$ cat src/rtl/vga_pkg.sv
// Shared VGA definitions: counter/colour widths, default active area, palette
// constants and the configuration handshake state type.
package vga_pkg;

  localparam int COLOR_W  = 12;
  localparam int HCOUNT_W = 11;
  localparam int VCOUNT_W = 10;

  localparam int H_ACTIVE_DEFAULT = 800;
  localparam int V_ACTIVE_DEFAULT = 600;

  typedef logic [COLOR_W-1:0] color_t;

  localparam color_t COLOR_BLACK = 12'h000;
  localparam color_t COLOR_WHITE = 12'hFFF;
  localparam color_t COLOR_KEY   = 12'hF0F;

  typedef enum logic {
    CFG_IDLE,
    CFG_PENDING
  } cfg_state_e;

endpackage

$ cat src/rtl/pixel_layer_arb_if.sv
// Frame-synchronous configuration handshake between a requester (master)
// and the layer arbiter (slave).
interface pixel_layer_arb_if
  import vga_pkg::*;
#(
  parameter int NUM_LAYERS = 4
) ();

  logic                  cfg_req;
  logic [NUM_LAYERS-1:0] cfg_enable;
  color_t                cfg_bg;
  logic                  cfg_ack;

  modport master (output cfg_req, cfg_enable, cfg_bg, input cfg_ack);
  modport slave  (input cfg_req, cfg_enable, cfg_bg, output cfg_ack);

endinterface

$ cat src/rtl/layer_prio_sel.sv
// Combinational priority mux: the lowest-index qualified layer wins,
// otherwise the background colour is passed through.
module layer_prio_sel
  import vga_pkg::*;
#(
  parameter int NUM_LAYERS = 4
) (
  input  logic [NUM_LAYERS-1:0]         qual,
  input  logic [COLOR_W*NUM_LAYERS-1:0] pixels,
  input  color_t                        bg,
  output color_t                        color
);

  always_comb begin
    // NOTE: assigning a default before any conditional keeps this purely
    // combinational; a path that leaves color unassigned would infer a latch.
    color = bg;
    // Walk from lowest to highest priority so the final overwrite is index 0.
    for (int i = NUM_LAYERS - 1; i >= 0; i--) begin
      if (qual[i]) color = pixels[COLOR_W*i +: COLOR_W];
    end
  end

endmodule

$ cat src/rtl/pixel_layer_arb.sv
// Two-stage per-pixel layer arbiter with a frame-synchronous configuration
// handshake (enables and background only change at pixel (0,0)).
module pixel_layer_arb
  import vga_pkg::*;
#(
  parameter int     NUM_LAYERS = 4,
  parameter int     H_ACTIVE   = H_ACTIVE_DEFAULT,
  parameter int     V_ACTIVE   = V_ACTIVE_DEFAULT,
  parameter color_t KEY_COLOR  = COLOR_KEY,
  parameter color_t BG_DEFAULT = COLOR_BLACK
) (
  input  logic                          clk,
  input  logic                          rst_n,
  input  logic [HCOUNT_W-1:0]           hcount,
  input  logic [VCOUNT_W-1:0]           vcount,
  input  logic [NUM_LAYERS-1:0]         layer_valid,
  input  logic [COLOR_W*NUM_LAYERS-1:0] layer_pixel,
  pixel_layer_arb_if.slave              cfg,
  output color_t                        pixel_out,
  output logic                          frame_start,
  output logic [15:0]                   frame_cnt
);

  logic [HCOUNT_W-1:0]           h_q;
  logic [VCOUNT_W-1:0]           v_q;
  logic [NUM_LAYERS-1:0]         valid_q;
  logic [COLOR_W*NUM_LAYERS-1:0] pix_q;

  cfg_state_e            state, state_next;
  logic                  cfg_req_d;
  logic [NUM_LAYERS-1:0] shadow_en, en_active, en_eff;
  color_t                shadow_bg, bg_active, bg_eff;
  logic                  cfg_rise, boundary, apply, in_active;
  logic [NUM_LAYERS-1:0] qual;
  color_t                sel_color;

  // Stage 0. Coordinates reset to all-ones so the first cycle after reset is
  // neither active nor mistaken for a frame boundary.
  always_ff @(posedge clk or negedge rst_n) begin
    if (!rst_n) begin
      // NOTE: sequential state uses non-blocking assignments so every
      // register samples pre-edge values regardless of statement order.
      h_q     <= '1;
      v_q     <= '1;
      valid_q <= '0;
      pix_q   <= '0;
    end else begin
      h_q     <= hcount;
      v_q     <= vcount;
      valid_q <= layer_valid;
      pix_q   <= layer_pixel;
    end
  end

  assign cfg_rise  = cfg.cfg_req & ~cfg_req_d;
  assign boundary  = (h_q == '0) && (v_q == '0);
  assign in_active = (h_q < HCOUNT_W'(H_ACTIVE)) && (v_q < VCOUNT_W'(V_ACTIVE));

  always_ff @(posedge clk or negedge rst_n) begin
    if (!rst_n) state <= CFG_IDLE;
    else        state <= state_next;
  end

  always_comb begin
    state_next = state;
    apply      = 1'b0;
    if (state == CFG_PENDING && boundary) begin
      apply      = 1'b1;
      state_next = CFG_IDLE;
    end
    // A new request always leaves a shadow waiting, even when the old one
    // is being applied in this same cycle.
    if (cfg_rise) state_next = CFG_PENDING;
  end

  always_ff @(posedge clk or negedge rst_n) begin
    if (!rst_n) begin
      cfg_req_d   <= 1'b0;
      shadow_en   <= '1;
      shadow_bg   <= BG_DEFAULT;
      en_active   <= '1;
      bg_active   <= BG_DEFAULT;
      cfg.cfg_ack <= 1'b0;
    end else begin
      cfg_req_d   <= cfg.cfg_req;
      cfg.cfg_ack <= apply;
      if (apply) begin
        en_active <= shadow_en;
        bg_active <= shadow_bg;
      end
      if (cfg_rise) begin
        shadow_en <= cfg.cfg_enable;
        shadow_bg <= cfg.cfg_bg;
      end
    end
  end

  // Bypass so the configuration applied at the boundary already governs (0,0).
  assign en_eff = apply ? shadow_en : en_active;
  assign bg_eff = apply ? shadow_bg : bg_active;

  always_comb begin
    qual = '0;
    for (int i = 0; i < NUM_LAYERS; i++) begin
      qual[i] = valid_q[i] & en_eff[i] & (pix_q[COLOR_W*i +: COLOR_W] != KEY_COLOR);
    end
  end

  layer_prio_sel #(.NUM_LAYERS(NUM_LAYERS)) u_sel (
    .qual   (qual),
    .pixels (pix_q),
    .bg     (bg_eff),
    .color  (sel_color)
  );

  // Stage 1.
  always_ff @(posedge clk or negedge rst_n) begin
    if (!rst_n) begin
      pixel_out   <= COLOR_BLACK;
      frame_start <= 1'b0;
      frame_cnt   <= '0;
    end else begin
      pixel_out   <= in_active ? sel_color : COLOR_BLACK;
      frame_start <= boundary;
      frame_cnt   <= frame_cnt + 16'(boundary);
    end
  end

endmodule

$ cat src/flat_wrapper.sv
// flat-port wrapper written by rule: the top's interface ports become plain ports
module pixel_layer_arb_flat import vga_pkg::*;
#(
  parameter int     NUM_LAYERS = 4,
  parameter int     H_ACTIVE   = H_ACTIVE_DEFAULT,
  parameter int     V_ACTIVE   = V_ACTIVE_DEFAULT,
  parameter color_t KEY_COLOR  = COLOR_KEY,
  parameter color_t BG_DEFAULT = COLOR_BLACK
)
  (clk, rst_n, hcount, vcount, layer_valid, layer_pixel, pixel_out, frame_start, frame_cnt, cfg_cfg_req, cfg_cfg_enable, cfg_cfg_bg, cfg_cfg_ack);
  pixel_layer_arb_if #(.NUM_LAYERS(NUM_LAYERS)) cfg_i ();
  input  logic clk;
  input  logic rst_n;
  input  logic [HCOUNT_W-1:0] hcount;
  input  logic [VCOUNT_W-1:0] vcount;
  input  logic [NUM_LAYERS-1:0] layer_valid;
  input  logic [COLOR_W*NUM_LAYERS-1:0] layer_pixel;
  output color_t pixel_out;
  output logic frame_start;
  output logic [15:0] frame_cnt;
  input wire logic [$bits(cfg_i.cfg_req)-1:0] cfg_cfg_req;
  input wire logic [$bits(cfg_i.cfg_enable)-1:0] cfg_cfg_enable;
  input wire logic [$bits(cfg_i.cfg_bg)-1:0] cfg_cfg_bg;
  output wire logic [$bits(cfg_i.cfg_ack)-1:0] cfg_cfg_ack;
  assign cfg_i.cfg_req = cfg_cfg_req;
  assign cfg_i.cfg_enable = cfg_cfg_enable;
  assign cfg_i.cfg_bg = cfg_cfg_bg;
  assign cfg_cfg_ack = cfg_i.cfg_ack;
  pixel_layer_arb #(.NUM_LAYERS(NUM_LAYERS), .H_ACTIVE(H_ACTIVE), .V_ACTIVE(V_ACTIVE), .KEY_COLOR(KEY_COLOR), .BG_DEFAULT(BG_DEFAULT)) u_core (.clk(clk), .rst_n(rst_n), .hcount(hcount), .vcount(vcount), .layer_valid(layer_valid), .layer_pixel(layer_pixel), .cfg(cfg_i), .pixel_out(pixel_out), .frame_start(frame_start), .frame_cnt(frame_cnt));
endmodule
$ cat config.mk
export PLATFORM = sky130hd
export DESIGN_NAME = pixel_layer_arb_flat
export DESIGN_NICKNAME = d
export VERILOG_FILES = /design/src/rtl/vga_pkg.sv /design/src/rtl/pixel_layer_arb_if.sv /design/src/rtl/layer_prio_sel.sv /design/src/rtl/pixel_layer_arb.sv /design/src/flat_wrapper.sv
export SDC_FILE = /design/constraint.sdc
export NUM_CORES = 1
export LEC_CHECK = 0
export ABC_AREA = 1
export BUFFER_PORTS_ARGS = -buffer_cell sky130_fd_sc_hd__buf_2
export CAP_MARGIN = 10
export CELL_PAD_IN_SITES_DETAIL_PLACEMENT = 1
export CELL_PAD_IN_SITES_GLOBAL_PLACEMENT = 1
export CORE_MARGIN = 5
export CORE_UTILIZATION = 40
export CTS_CLUSTER_DIAMETER = 120
export CTS_CLUSTER_SIZE = 30
export DETAILED_ROUTE_END_ITERATION = 16
export PLACE_DENSITY_LB_ADDON = 0.1
export SLEW_MARGIN = 40
export SYNTH_ARGS = -nofsm -noshare
export SYNTH_HDL_FRONTEND = slang
export SYNTH_SLANG_ARGS = --single-unit
$ cat constraint.sdc
create_clock -name clk -period 2.7 [get_ports clk]
set_input_delay 0.405 -clock clk [delete_from_list [all_inputs] [get_ports clk]]
set_output_delay 0.405 -clock clk [all_outputs]
set_load 0.02 [all_outputs]
==> flow_summary.ini <==
[cells_and_area]
final_cell_mix = 120 x buf_2, 108 x dfrtp_1, 85 x nand2_1, 58 x nand3_1, 32 x inv_1
nFillCells = 1410
nets = 677
antenna_cells = 0
drive_above_1_share_pct = 38.4
syn_to_final_growth_pct = 28.2
mostFrequentLayoutCell = buf_2
post-route-util_pct = 52.4
multi_input_area_um2 = 1500
ff_latch_area_um2 = 3460
stdcell_area_um2 = 6610

[worst_setup_path]
worstSetupPathType = flip-flop to flip-flop
path_buf_inv = 1
worstPathCellList = or2_4 > nor2_4 > nand2_2 > nor2_4 > ha_2 > ha_2 > nand3_2 > nor3_2 > inv_1 > nor2_2 > nand2_1 > nor2_2 > nand3_2 > nor2_2 > xor2_1
cp_max_fo = 4
critPathRequiredTime_ns = 3.03
cp-start-kind = flip-flop
startpoint = u_core.h_q[5]
crit_path_end_kind = flip-flop
slowest_stage = dfstp_2
r2r_start = u_core.h_q[5]
path_common_cell = nor2_2
crit_arrival_ns = 2.86
critPathTopFamily = simple AND/OR/NAND/NOR gates
critPathMaxStageDelay_ns = 0.36

[timing]
hold_viol = 0
fmax_mhz = 396
fin_tns_setup_ns = 0
worst_hold_slack_ns = 0.0869
finalCritPeriodShare_pct = 93.5
fin_crit_ns = 2.53
skew_ns = 0.00971
drv_slew = 0
slew_headroom_pct = 61.1
setup_viol = 0
worst_pin_slew_ns = 0.580

[yosys]
synthCells = 449
ys_ff_latch = 137
synth_adder_area_share_pct = 0.485
synth_cell_types = 32
synth-compound-area-share_pct = 3.74
muxShareOfSynthArea_pct = 3.28
synth-xor-area-share_pct = 2.38
syn_avg_cell_area_um2 = 11.5
yosys_warnings = 0
ys_seq_area_share_pct = 67.2
synth_top_family_by_area = simple AND/OR/NAND/NOR gates
synthesis.nets = 543
synth_area_um2 = 5160
synth_simple_gate_area_share_pct = 18.4

[global_route]
first_global_vias = 3980
overflow = 0
grt_pass1_wl_mm = 20.1
antenna_found_initial = 0
grt_usage_pct = 17.6
grt_max_degree = 63

[run_status]
status = finished clean

[floorplanning]
fp-row-count = 41
io_pins = 122
die-area_um2 = 15300
core_area_um2 = 12600
start_util_pct = 40.9
die_h_um = 124
chipWidth_um = 124

[clock_tree]
clkTransAtPathRegs_ns = 0.06
clockBufferDepth = 2
cts-buffers-inserted = 17
cts_tree = yes
cts_root_buf = clkbuf_16
clk_latency_ns = 0.41
htree_levels = 4
cts_sinks = 137

[run]
maxCapViolCount = 0

[detailed_routing]
finalWirelength_mm = 12.3
drt_iter0_markers = 135
first_pass_iters = 6
drtAntennaViolNets = 0
drcViolationCount = 0
wl_per_cell_um = 16.1
via_count = 3627
drt-vias-per-instance = 4.72

[placement]
numPortBuffers = 121
gp_congestion = 0.845
dpl_cell_area_um2 = 5940
hpwl_mm = 9.14

[pwr]
p_leak_nw = 3.21
pwr-share-clk_pct = 49.3
p_sw_w = 0.00100
power.share.combinational_pct = 4.2
pwr-share-seq_pct = 46.6
p_int_w = 0.00375
power.density_nw_per_um2 = 719
vdd.ir_drop.worst_uv = 704
p_sw_share_pct = 21.0

[min_path]
hp-start = vcount[1]
hold_class = input pin to flip-flop
-- cells in the mapped netlist --
| cell type | instances | share of area [%] |
|---|---|---|
| nor3_1 | 2 | 0.19 |
| nand2_4 | 1 | 0.22 |
| xnor2_1 | 3 | 0.51 |
| o211ai_4 | 1 | 0.41 |
| xor2_1 | 11 | 1.9 |
| mux2_2 | 15 | 3.3 |
| ha_1 | 2 | 0.49 |
| buf_4 | 2 | 0.29 |
| o31ai_1 | 1 | 0.15 |
| nor2_1 | 20 | 1.5 |
| nand2_1 | 87 | 6.3 |
| nand2_2 | 6 | 0.73 |
| nand3_1 | 60 | 5.8 |
| a21oi_1 | 13 | 1.3 |
| o211a_1 | 1 | 0.19 |
| o21ai_1 | 8 | 0.78 |
| buf_2 | 4 | 0.39 |
| clkinv_4 | 1 | 0.17 |
| o21ai_0 | 8 | 0.78 |
| dfstp_2 | 29 | 15 |
| nand3b_1 | 8 | 1.2 |
| inv_1 | 32 | 2.3 |
| nor2_4 | 2 | 0.44 |
| nor4_1 | 2 | 0.24 |
| a311oi_1 | 1 | 0.17 |
| buf_6 | 5 | 1.1 |
| dfrtp_1 | 108 | 52 |
| nand4_1 | 9 | 1.1 |
| clkbuf_1 | 4 | 0.29 |
| nor2_2 | 1 | 0.12 |
| or2_4 | 1 | 0.17 |
| nand4_4 | 1 | 0.41 |
-- state kept, by name, summed over array words and instances (netlist names) --
name and count:
u_core.valid_q 4, u_core.frame_start 1, u_core.v_q 10, u_core.frame_cnt 16
u_core.h_q 11, u_core.shadow_bg 12, u_core.en_active 4, u_core.pixel_out 12
u_core.pix_q 48, u_core.state 1, u_core.cfg_req_d 1, u_core.bg_active 12
u_core.cfg.cfg_ack 1, u_core.shadow_en 4
-- cell type report --
type | count | share of cell area (%)
Sequential cell | 137 | 52.4
Multi-Input combinational cell | 264 | 22.7
Timing Repair Buffer | 130 | 10.5
Clock buffer | 20 | 6.91
Tap cell | 172 | 3.26
Clock inverter | 12 | 2.25
Inverter | 33 | 1.95
-- power by group through the flow --
stage	clock network [W]	registers [W]	logic, W
6_report	0.00234	0.00222	0.000197
5_1_grt	0.00250	0.00222	0.000226
4_1_cts	0.00240	0.00222	0.000204
3_5_place_dp	0	0.00225	0.000201
3_3_place_gp	0	0.00225	0.000192
2_1_floorplan	0	0.00223	0.0000724
-- final timing paths --
kind	end	slack (ns)	depth (start not counted)
worst max-delay path	u_core.frame_cnt[14]	0.17	15
min in group asynchronous	u_core.frame_cnt[11]	0.47	2
worst max register to register	u_core.frame_cnt[14]	0.17	15
worst min-delay path	u_core.v_q[1]	0.09	1
max in group asynchronous	u_core.pix_q[18]	1.46	3
worst min register to register	u_core.frame_cnt[15]	0.47	1
-- routing by layer --
layer / vias up / global-route usage (%) / share of wire, % / wire length, um
li1: 1739 / - / - / -
met5: - / 0 / 0 / 0
met1: 1780 / 23.3 / 46 / 5720
met4: 0 / 7.20 / 1.1 / 133
met2: 96 / 27.3 / 48 / 5900
met3: 12 / 5.35 / 4.7 / 582
-- logic make-up (layout without fill, tap and decap cells) --
logic type / Yosys count / in the layout
AOI/OAI and AO/OA: 33 / 33
xor gates and xnor gates: 14 / 14
and+or+nand+nor: 200 / 200
DFF: 137 / 137
buffers and inverters: 48 / 195
muxes: 15 / 15
adders and majority gates: 2 / 2
-- through the flow --
step                total power (W)  setup WS [ns]  std cells
floorplan                   0.00230          0.251        449
global placement            0.00244          0.116        734
global route                0.00495        -0.0282        768
finish                      0.00476          0.174        768
detailed placement          0.00245         0.0204        734
CTS                         0.00482         0.0663        767
-- what timing repair did --
item | 4_1_cts | 5_1_grt
setup endpoints to repair | 1 | 4
hold buffers | 1 | 0
setup buffers | 0 | 1
endpoints found under the hold margin | 17 | 0
pin swaps | 0 | 1
resized for setup | 1 | 11
(Power assumes the default switching activity.)
